**src/rtl/vga_timing_gen_pkg.sv**
```systemverilog
// Shared raster timing presets and sync-window helper for the VGA timing generator
// and the pixel generators that need the same screen bounds.
package vga_timing_gen_pkg;

    localparam logic POL_LOW  = 1'b0;
    localparam logic POL_HIGH = 1'b1;

    // 640x480 @ 60 Hz, 25.175 MHz pixel clock
    localparam int VGA640_H_DISP = 640;
    localparam int VGA640_H_FP   = 16;
    localparam int VGA640_H_SYNC = 96;
    localparam int VGA640_H_BP   = 48;
    localparam int VGA640_V_DISP = 480;
    localparam int VGA640_V_FP   = 10;
    localparam int VGA640_V_SYNC = 2;
    localparam int VGA640_V_BP   = 33;
    localparam logic VGA640_H_POL = POL_LOW;
    localparam logic VGA640_V_POL = POL_LOW;

    // 800x600 @ 60 Hz, 40 MHz pixel clock
    localparam int SVGA800_H_DISP = 800;
    localparam int SVGA800_H_FP   = 40;
    localparam int SVGA800_H_SYNC = 128;
    localparam int SVGA800_H_BP   = 88;
    localparam int SVGA800_V_DISP = 600;
    localparam int SVGA800_V_FP   = 1;
    localparam int SVGA800_V_SYNC = 4;
    localparam int SVGA800_V_BP   = 23;
    localparam logic SVGA800_H_POL = POL_HIGH;
    localparam logic SVGA800_V_POL = POL_HIGH;

    // True when pos lies in the sync window that starts after display + front porch.
    function automatic logic in_sync(input int pos, input int disp, input int fp, input int width);
        return (pos >= disp + fp) && (pos <= disp + fp + width - 1);
    endfunction

endpackage

```
**src/rtl/vga_pix_div.sv**
```systemverilog
// Pixel-rate enable: one-clk p_tick every PIX_DIV enabled clocks.
module vga_pix_div #(
    parameter int PIX_DIV = 2
) (
    input  logic clk,
    input  logic reset,
    input  logic en,
    output logic p_tick
);

    localparam int DIV_W = (PIX_DIV > 1) ? $clog2(PIX_DIV) : 1;
    localparam logic [DIV_W-1:0] DIV_LAST = DIV_W'(PIX_DIV - 1);

    logic [DIV_W-1:0] div_cnt;

    always_ff @(posedge clk) begin
        if (reset) begin
            div_cnt <= '0;
        end else if (en) begin
            div_cnt <= (div_cnt == DIV_LAST) ? '0 : div_cnt + DIV_W'(1);
        end
    end

    assign p_tick = en & ~reset & (div_cnt == DIV_LAST);

endmodule

```
**src/rtl/vga_timing_gen.sv**
```systemverilog
// Parametrised raster timing generator: counters advance on the pixel tick, and every
// output is registered from the counters so sync, video_on and coordinates stay aligned.
module vga_timing_gen
    import vga_timing_gen_pkg::*;
#(
    parameter int   H_DISP  = 640,
    parameter int   H_FP    = 16,
    parameter int   H_SYNC  = 96,
    parameter int   H_BP    = 48,
    parameter int   V_DISP  = 480,
    parameter int   V_FP    = 10,
    parameter int   V_SYNC  = 2,
    parameter int   V_BP    = 33,
    parameter logic H_POL   = 1'b0,
    parameter logic V_POL   = 1'b0,
    parameter int   PIX_DIV = 2,
    parameter int   CNT_W   = 10
) (
    input  logic             clk,
    input  logic             reset,
    input  logic             en,
    output logic             p_tick,
    output logic             hsync,
    output logic             vsync,
    output logic             video_on,
    output logic [CNT_W-1:0] pixel_x,
    output logic [CNT_W-1:0] pixel_y,
    output logic             line_start,
    output logic             frame_start
);

    localparam int H_TOTAL = H_DISP + H_FP + H_SYNC + H_BP;
    localparam int V_TOTAL = V_DISP + V_FP + V_SYNC + V_BP;
    localparam logic [CNT_W-1:0] H_LAST = CNT_W'(H_TOTAL - 1);
    localparam logic [CNT_W-1:0] V_LAST = CNT_W'(V_TOTAL - 1);

    if (PIX_DIV < 1) begin : g_bad_div
        $error("vga_timing_gen: PIX_DIV must be at least 1");
    end
    if ((longint'(H_TOTAL) > (longint'(1) << CNT_W)) ||
        (longint'(V_TOTAL) > (longint'(1) << CNT_W))) begin : g_bad_width
        $error("vga_timing_gen: CNT_W too narrow for H_TOTAL/V_TOTAL");
    end

    logic [CNT_W-1:0] h_cnt;
    logic [CNT_W-1:0] v_cnt;
    logic             hs_act;
    logic             vs_act;
    logic             disp_act;
    logic             wrap_seen;

    vga_pix_div #(.PIX_DIV(PIX_DIV)) u_pix_div (
        .clk    (clk),
        .reset  (reset),
        .en     (en),
        .p_tick (p_tick)
    );

    always_comb begin
        hs_act   = in_sync(int'(h_cnt), H_DISP, H_FP, H_SYNC);
        vs_act   = in_sync(int'(v_cnt), V_DISP, V_FP, V_SYNC);
        disp_act = (h_cnt < CNT_W'(H_DISP)) && (v_cnt < CNT_W'(V_DISP));
        // Counter is at column 0 while the visible column is not: first clk after a wrap.
        wrap_seen = (h_cnt == '0) && (pixel_x != '0);
    end

    always_ff @(posedge clk) begin
        if (reset) begin
            h_cnt       <= '0;
            v_cnt       <= '0;
            pixel_x     <= '0;
            pixel_y     <= '0;
            video_on    <= 1'b1;
            hsync       <= ~H_POL;
            vsync       <= ~V_POL;
            line_start  <= 1'b0;
            frame_start <= 1'b0;
        end else if (en) begin
            if (p_tick) begin
                if (h_cnt == H_LAST) begin
                    h_cnt <= '0;
                    v_cnt <= (v_cnt == V_LAST) ? '0 : v_cnt + CNT_W'(1);
                end else begin
                    h_cnt <= h_cnt + CNT_W'(1);
                end
            end
            pixel_x     <= h_cnt;
            pixel_y     <= v_cnt;
            video_on    <= disp_act;
            hsync       <= hs_act ? H_POL : ~H_POL;
            vsync       <= vs_act ? V_POL : ~V_POL;
            line_start  <= wrap_seen;
            frame_start <= wrap_seen && (v_cnt == '0);
        end else begin
            line_start  <= 1'b0;
            frame_start <= 1'b0;
        end
    end

endmodule

```
**config.mk**
```make
export PLATFORM = sky130hd
export DESIGN_NAME = vga_timing_gen
export DESIGN_NICKNAME = d
export VERILOG_FILES = /design/src/rtl/vga_timing_gen_pkg.sv /design/src/rtl/vga_pix_div.sv /design/src/rtl/vga_timing_gen.sv
export SDC_FILE = /design/constraint.sdc
export NUM_CORES = 1
export LEC_CHECK = 0
export ABC_AREA = 1
export CORE_ASPECT_RATIO = 1.75
export CORE_UTILIZATION = 39
export CTS_CLUSTER_SIZE = 20
export DETAILED_ROUTE_END_ITERATION = 10
export SLEW_MARGIN = 20
export SYNTH_ARGS = -nofsm -noshare
export SYNTH_HDL_FRONTEND = slang
export SYNTH_HIERARCHICAL = 1
export SYNTH_SLANG_ARGS = --single-unit
```
**constraint.sdc**
```tcl
create_clock -name clk -period 2.1 [get_ports clk]
set_input_delay 0.21 -clock clk [delete_from_list [all_inputs] [get_ports clk]]
set_output_delay 0.21 -clock clk [all_outputs]
set_load 0.05 [all_outputs]
```
==> results of run 1 <==
routing by layer:
layer  GRT usage, %  share of wire, %  up-vias
met3           2.99               1.9       15
li1               -                 -     1038
met1           19.8                39      937
met4           12.8               4.4        0
met5              0                 0        -
met2           37.4                55       28
cells by family (layout without fill, tap and decap cells):
kind of cell	after synthesis	in the layout
buf+inv	45	79
fa+ha+maj	5	5
simple gates	140	140
compound gates	62	62
flops	46	46
xor+xnor	2	2
worst reg2reg max path, delay by kind of cell (launching register included):
family	cells	cell delay, ns
DFF	1	0.35
and+or+nand+nor	9	1.17
power breakdown:
group | internal (uW) | switching [uW] | leakage [uW] | total [uW]
clock network | 265 | 305 | 0.0000472 | 569
registers | 899 | 15.2 | 0.000376 | 914
logic | 76.6 | 154 | 0.000631 | 230
worst max-delay path by stage:
stage / startpoint / endpoint / slack [ns] / cells past startpoint
4_1_cts: en / v_cnt[5] / 0.39 / 10
6_report: en / v_cnt[5] / 0.39 / 10
3_5_place_dp: en / v_cnt[4] / 0.07 / 10
3_3_place_gp: en / v_cnt[4] / 0.13 / 10
5_1_grt: en / v_cnt[5] / 0.20 / 10
2_1_floorplan: u_pix_div/div_cnt / v_cnt[5] / 0.01 / 9
state kept, by name, summed over array words and instances (netlist names):
signal,cells
frame_start,1
h_cnt,10
hsync,1
line_start,1
pixel_x,10
pixel_y,10
u_pix_div/div_cnt,1
v_cnt,10
video_on,1
vsync,1
layout by cell type, fill, tap and decap left out:
cell type         n
buf_4             6
ha_1              5
nand4_1           5
clkinv_2          1
nand2_1          52
o211a_1           1
inv_2             1
o21ai_1           1
nor2_2            4
inv_1            35
nor2_1           38
clkinvlp_4        1
dfxtp_1          46
clkdlybuf4s50_1  27
o21ai_0          26
nand3b_1          1
clkbuf_8          6
nor3_1           10
xor2_1            2
o22ai_1           1
a211oi_1          1
nand2_2           3
nor2_4            1
buf_12            2
a21oi_1          32
nand3_2           2
nand3_1          24
stage by stage:
| stage | hold WS, ns | area, sq um | total power [uW] | std cells | util (%) |
|---|---|---|---|---|---|
| floorplan | 0.347 | 2110 | 1080 | 300 | - |
| global placement | 0.473 | 2500 | 1160 | 381 | 47.6 |
| detailed placement | 0.473 | 2500 | 1170 | 381 | 47.6 |
| CTS | 0.496 | 2600 | 1740 | 389 | 49.4 |
| global route | 0.518 | 2600 | 1780 | 389 | 49.4 |
| finish | 0.492 | 2600 | 1710 | 389 | 49.4 |
layout make-up:
class	instances	area share [%]
clock inverters	2	0.482
well taps	55	2.65
multi-input cells	209	39.3
inverters	36	5.20
clock buffers	6	3.18
flip-flops and latches	46	35.5
repair buffers	35	13.7
==> results.md, run 1 <==
- Final Skew: 0.00778 ns
- Critical path, cell by cell: clkdlybuf4s50_1, nand2_1, nor2_1, nand2_2, nor2_2, nand2_1, nor2_4, nand3_1, nor2_1, nor2_1
- Synth top area cells: dfxtp_1, nand2_1, a21oi_1, nor2_1, inv_1
- Total CTS buffers: 5
- Cell Rows: 35
- Sequential area share after synthesis: 43.6%
- Clk Latency, worst-skew pair: 0.30 ns
- Post-synth top area share: 43.6%
- Final #Nets: 341
- Yosys warning count: 6
- Overflow after GRT: 0
- Chip width: 57.7 um
- Final Max Tran Viols: 0
- Worst setup path category: in2reg
- Ys async rst share: 0%
- Worst r2r dst: v_cnt[5]
- Count leader, synth: nand2_1
- Sum of buffers and inverters on the critical path: 1
- Power per Cell Area: 660 nW/um^2
- Share of layout cells above drive strength 1: 8.08%
- Xor/xnor share of the synthesized area: 0.828%
- Fin crit share: 81.3%
- HP Class: reg2reg
- Synthesized area: 2110 sq um
- Worst Path Arrival: 1.91 ns
- I/O Pins: 29
- Top cells by count, synth: nand2_1, dfxtp_1, nor2_1
- Status: finished clean
- RD Place Congestion: 0.878
- Reg2reg start: u_pix_div/div_cnt
- Worst slack at placement: 0.0726 ns
- Largest net degree at the start of global routing: 44
- Area grow syn2layout: 22.8%
- Multiplexer area fraction after synthesis: 0%
- Via density: 5.19
- TNS Setup: 0 ns
- Critical path's top delay family: simple AND/OR/NAND/NOR gates
- Post-DP HPWL: 4050 um
- Clk root buf: clkbuf_8
- CTS clk-pin slew, worst paths: 0.09 ns
- H-tree depth: 2
- CP max-delay cell: clkdlybuf4s50_1
- Initial antenna violation count: 0
- Compound-Gate Fraction of Synth Area: 15.1%
- Critical Path End Type: flip-flop
- RSZ-0062 raised after global routing: false
- Main combinational cell family by area after synthesis: simple AND/OR/NAND/NOR gates
- Setup bufs post-CTS: 0
- Starting density of the core: 40.2%
- ANT cells: 0
- Final WS setup: 0.393 ns
- Die H: 99.4 um
- Filler cells: 546
- Final hold violation count: 0
- Wire length of the first global-routing pass: 8760 um
- Nature of the critical path startpoint: input pin
- 1st-iter DRT viols: 42
- Clock Sinks: 46
- Register bit total from synthesis: 46
- R2R Setup Slk: 0.50 ns
- Multi-input logic area: 1020 sq um
- Total Wirelength: 5260 um
- Number of synthesized flops with an enable pin: 0
- Setup Viol. Count Final: 0
- Fmax: 0.586 GHz
- Crit-path max FO: 10
- Die ar.: 5730 sq um
- Area share of fa/ha/maj cells after synthesis: 2.96%
- Max-cap viol count: 0
- Leakage: 0.00105 uW
- Worst hold path depth: 2
- Worst reg-to-reg path cell count: 9
- Crit-path most repeated cell: nor2_1
- DRC Markers: 0
- Synth Flop Type: dfxtp_1
- Maximum VDD drop: 0.398 mV
- Simple-gate share of the synthesized area: 29.4%
- Syn Inst Count: 300
- Mapped Nets: 308
- Hold-fix buffers, CTS: 0
- Netlist cell types: 24
- Slowest cell delay on critical path: 0.52 ns
- Headroom to the max-slew limit: 65.4%
- HP Start: hsync
- Slew @ Worst Pin: 0.517 ns
- TritonCTS clock tree: yes
- Final antenna-violating net count: 0
- Area leader, netlist: dfxtp_1
- Hold path endpoint: hsync
- Number of global-route vias before repair: 1,962
- CTS max path bufs: 2
- Total number of vias: 2,018
- Seq. cell area: 921 sq um
- Number of port buffers: 28
- Post-CTS sizing: 0
- Avg Synthesized Cell Area: 7.05 sq um
- Crit path required time: 2.30 ns
- Pre-Repair DR Iteration Count: 4
- Fin crit period: 1.71 ns
- WL/cell: 13.5 um
- Core area: 5260 sq um
- Total Routing Usage GR: 20.0%
No activity file was read; power rests on OpenSTA's default activity.
==> inputs of run 2 (changes only) <==
==> constraint.sdc (replaced) <==
create_clock -name clk -period 1.67 [get_ports clk]
set_input_delay 0.167 -clock clk [delete_from_list [all_inputs] [get_ports clk]]
set_output_delay 0.167 -clock clk [all_outputs]
set_load 0.05 [all_outputs]
==> run 2 against run 1 <==
  * Combinational power rose by 25%
  * Sequential cell count is the same
  * Non-clock buffer count increased by 10
  * Critical path depth fell by 9
  * Die area unchanged
  * Design area up 1.5%
  * Critical path type is now reg2out
  * Critical endpoint is now pixel_x[4]
  * Largest cell class unchanged
==> results.md, run 2 (same netlist as run 1, synthesis figures left out) <==
- Final Max Tran Viols: 0
- I/O Pins: 29
- Headroom to the max-slew limit: 66.4%
- CTS clk-pin slew, worst paths: 0.09 ns
- Starting density of the core: 40.2%
- Fmax: 0.616 GHz
- Number of port buffers: 28
- Share of layout cells above drive strength 1: 16.6%
- Sum of buffers and inverters on the critical path: 1
- Fin crit period: 1.62 ns
- Final #Nets: 351
- Critical Path End Type: output pin
- Area grow syn2layout: 24.6%
- H-tree depth: 2
- Crit path required time: 1.50 ns
- Placed Cells: 391
- Nature of the critical path startpoint: flip-flop
- Clk root buf: clkbuf_8
- Clk Latency, worst-skew pair: 0.30 ns
- TritonCTS clock tree: yes
- Core area: 5260 sq um
- Fin crit share: 97.2%
- Met3 Usage GRT: 3.12%
- Leakage: 0.00115 uW
- Cell Rows: 35
- Pre-Repair DR Iteration Count: 4
- Wire length of the first global-routing pass: 9190 um
- Status: finished clean
- Worst Setup SP: pixel_x[4]
- Hold-fix buffers, CTS: 0
- Setup Viol. Count Final: 0
- HP Start: hsync
- Number of global-route vias before repair: 2,002
- Final Skew: 0.00721 ns
- Via density: 5.18
- Clock Sinks: 46
- CP max-delay cell: clkdlybuf4s50_1
- Power per Cell Area: 855 nW/um^2
- HP Class: reg2reg
- Total Routing Usage GR: 20.9%
- Finished Layout Cells: 399
- Grt peak-use layer: met2
- Worst Path Arrival: 1.46 ns
- RSZ-0062 raised after global routing: false
- RD Place Congestion: 0.887
- Crit-path max FO: 3
- Total Wirelength: 5460 um
- Setup bufs post-CTS: 0
- Reg2reg start: h_cnt[1]
- Worst reg-to-reg path cell count: 8
- Worst hold path depth: 2
- Die ar.: 5730 sq um
- Overflow after GRT: 0
- Post-DP HPWL: 4300 um
- Worst setup path category: reg2out
- DRC Markers: 0
- Maximum VDD drop: 0.488 mV
- Critical path, cell by cell: clkdlybuf4s50_1
- Final antenna-violating net count: 0
- Die H: 99.4 um
- Met2 usage: 37.0%
- 1st-iter DRT viols: 51
- Global routing usage on met1: 21.9%
- Worst path depth: 1
- Slew @ Worst Pin: 0.503 ns
- Initial antenna violation count: 0
- Max-cap viol count: 0
- Most common cell after layout, fill and taps aside: nand2_1
- Critical path's top delay family: buffers and inverters
- Most frequent cells in the layout: nand2_1, dfxtp_1, nor2_1, buf_4, inv_1
- Largest net degree at the start of global routing: 21
- Total number of vias: 2,065
- Final hold violation count: 0
- Chip width: 57.7 um
- ANT cells: 0
- WL/cell: 13.7 um
- Total CTS buffers: 5
- Slowest cell delay on critical path: 0.81 ns
- Total chip power: 2250 uW
- Post-CTS sizing: 0
- CTS max path bufs: 2
run 2: worst paths after layout:
check / slack (ns) / to
max: 0.05 / pixel_x[4]
min reg2reg: 0.49 / hsync
max reg2reg: 0.17 / v_cnt[4]
min: 0.49 / hsync
run 2: per-stage QoR:
step	utilization (%)	setup TNS, ns	hold slack (ns)	worst slack (ns)	cell area [sq um]
after floorplan	-	0	0.304	0.0827	2120
after detailed placement	48.0	-1.01	0.481	-0.132	2520
after CTS	50.1	0	0.503	0.0321	2630
after global routing	50.1	0	0.519	0.00387	2640
final	50.1	0	0.494	0.0475	2640
after global placement	48.0	-0.491	0.478	-0.0726	2520
run 2: area by class of cell:
| cell class | count | area (sq um) |
|---|---|---|
| Fill cell | 543 | 2620 |
| Multi-Input combinational cell | 209 | 1030 |
| Sequential cell | 46 | 921 |
| Timing Repair Buffer | 45 | 373 |
| Inverter | 36 | 135 |
| Clock buffer | 5 | 68.8 |
| Tap cell | 55 | 68.8 |
| Clock inverter | 3 | 40.0 |
run 2: per-layer routing:
layer | share of wire, % | vias up
met4 | 6.4 | 0
met2 | 53 | 47
li1 | - | 1063
met1 | 38 | 934
met5 | 0 | -
met3 | 2.6 | 21
run 2: worst min-delay path, stage by stage (launching register included):
cell and delay [ns]:
dfxtp_1 0.35, a21oi_1 0.07, nand2_1 0.05
run 2: report_power, final:
| part | internal, uW | total (uW) | switching, uW | leakage, uW |
|---|---|---|---|---|
| Sequential | 1130 | 1150 | 19.3 | 0.000376 |
| Combinational | 91.2 | 288 | 197 | 0.000718 |
| Clock | 441 | 814 | 373 | 0.0000579 |
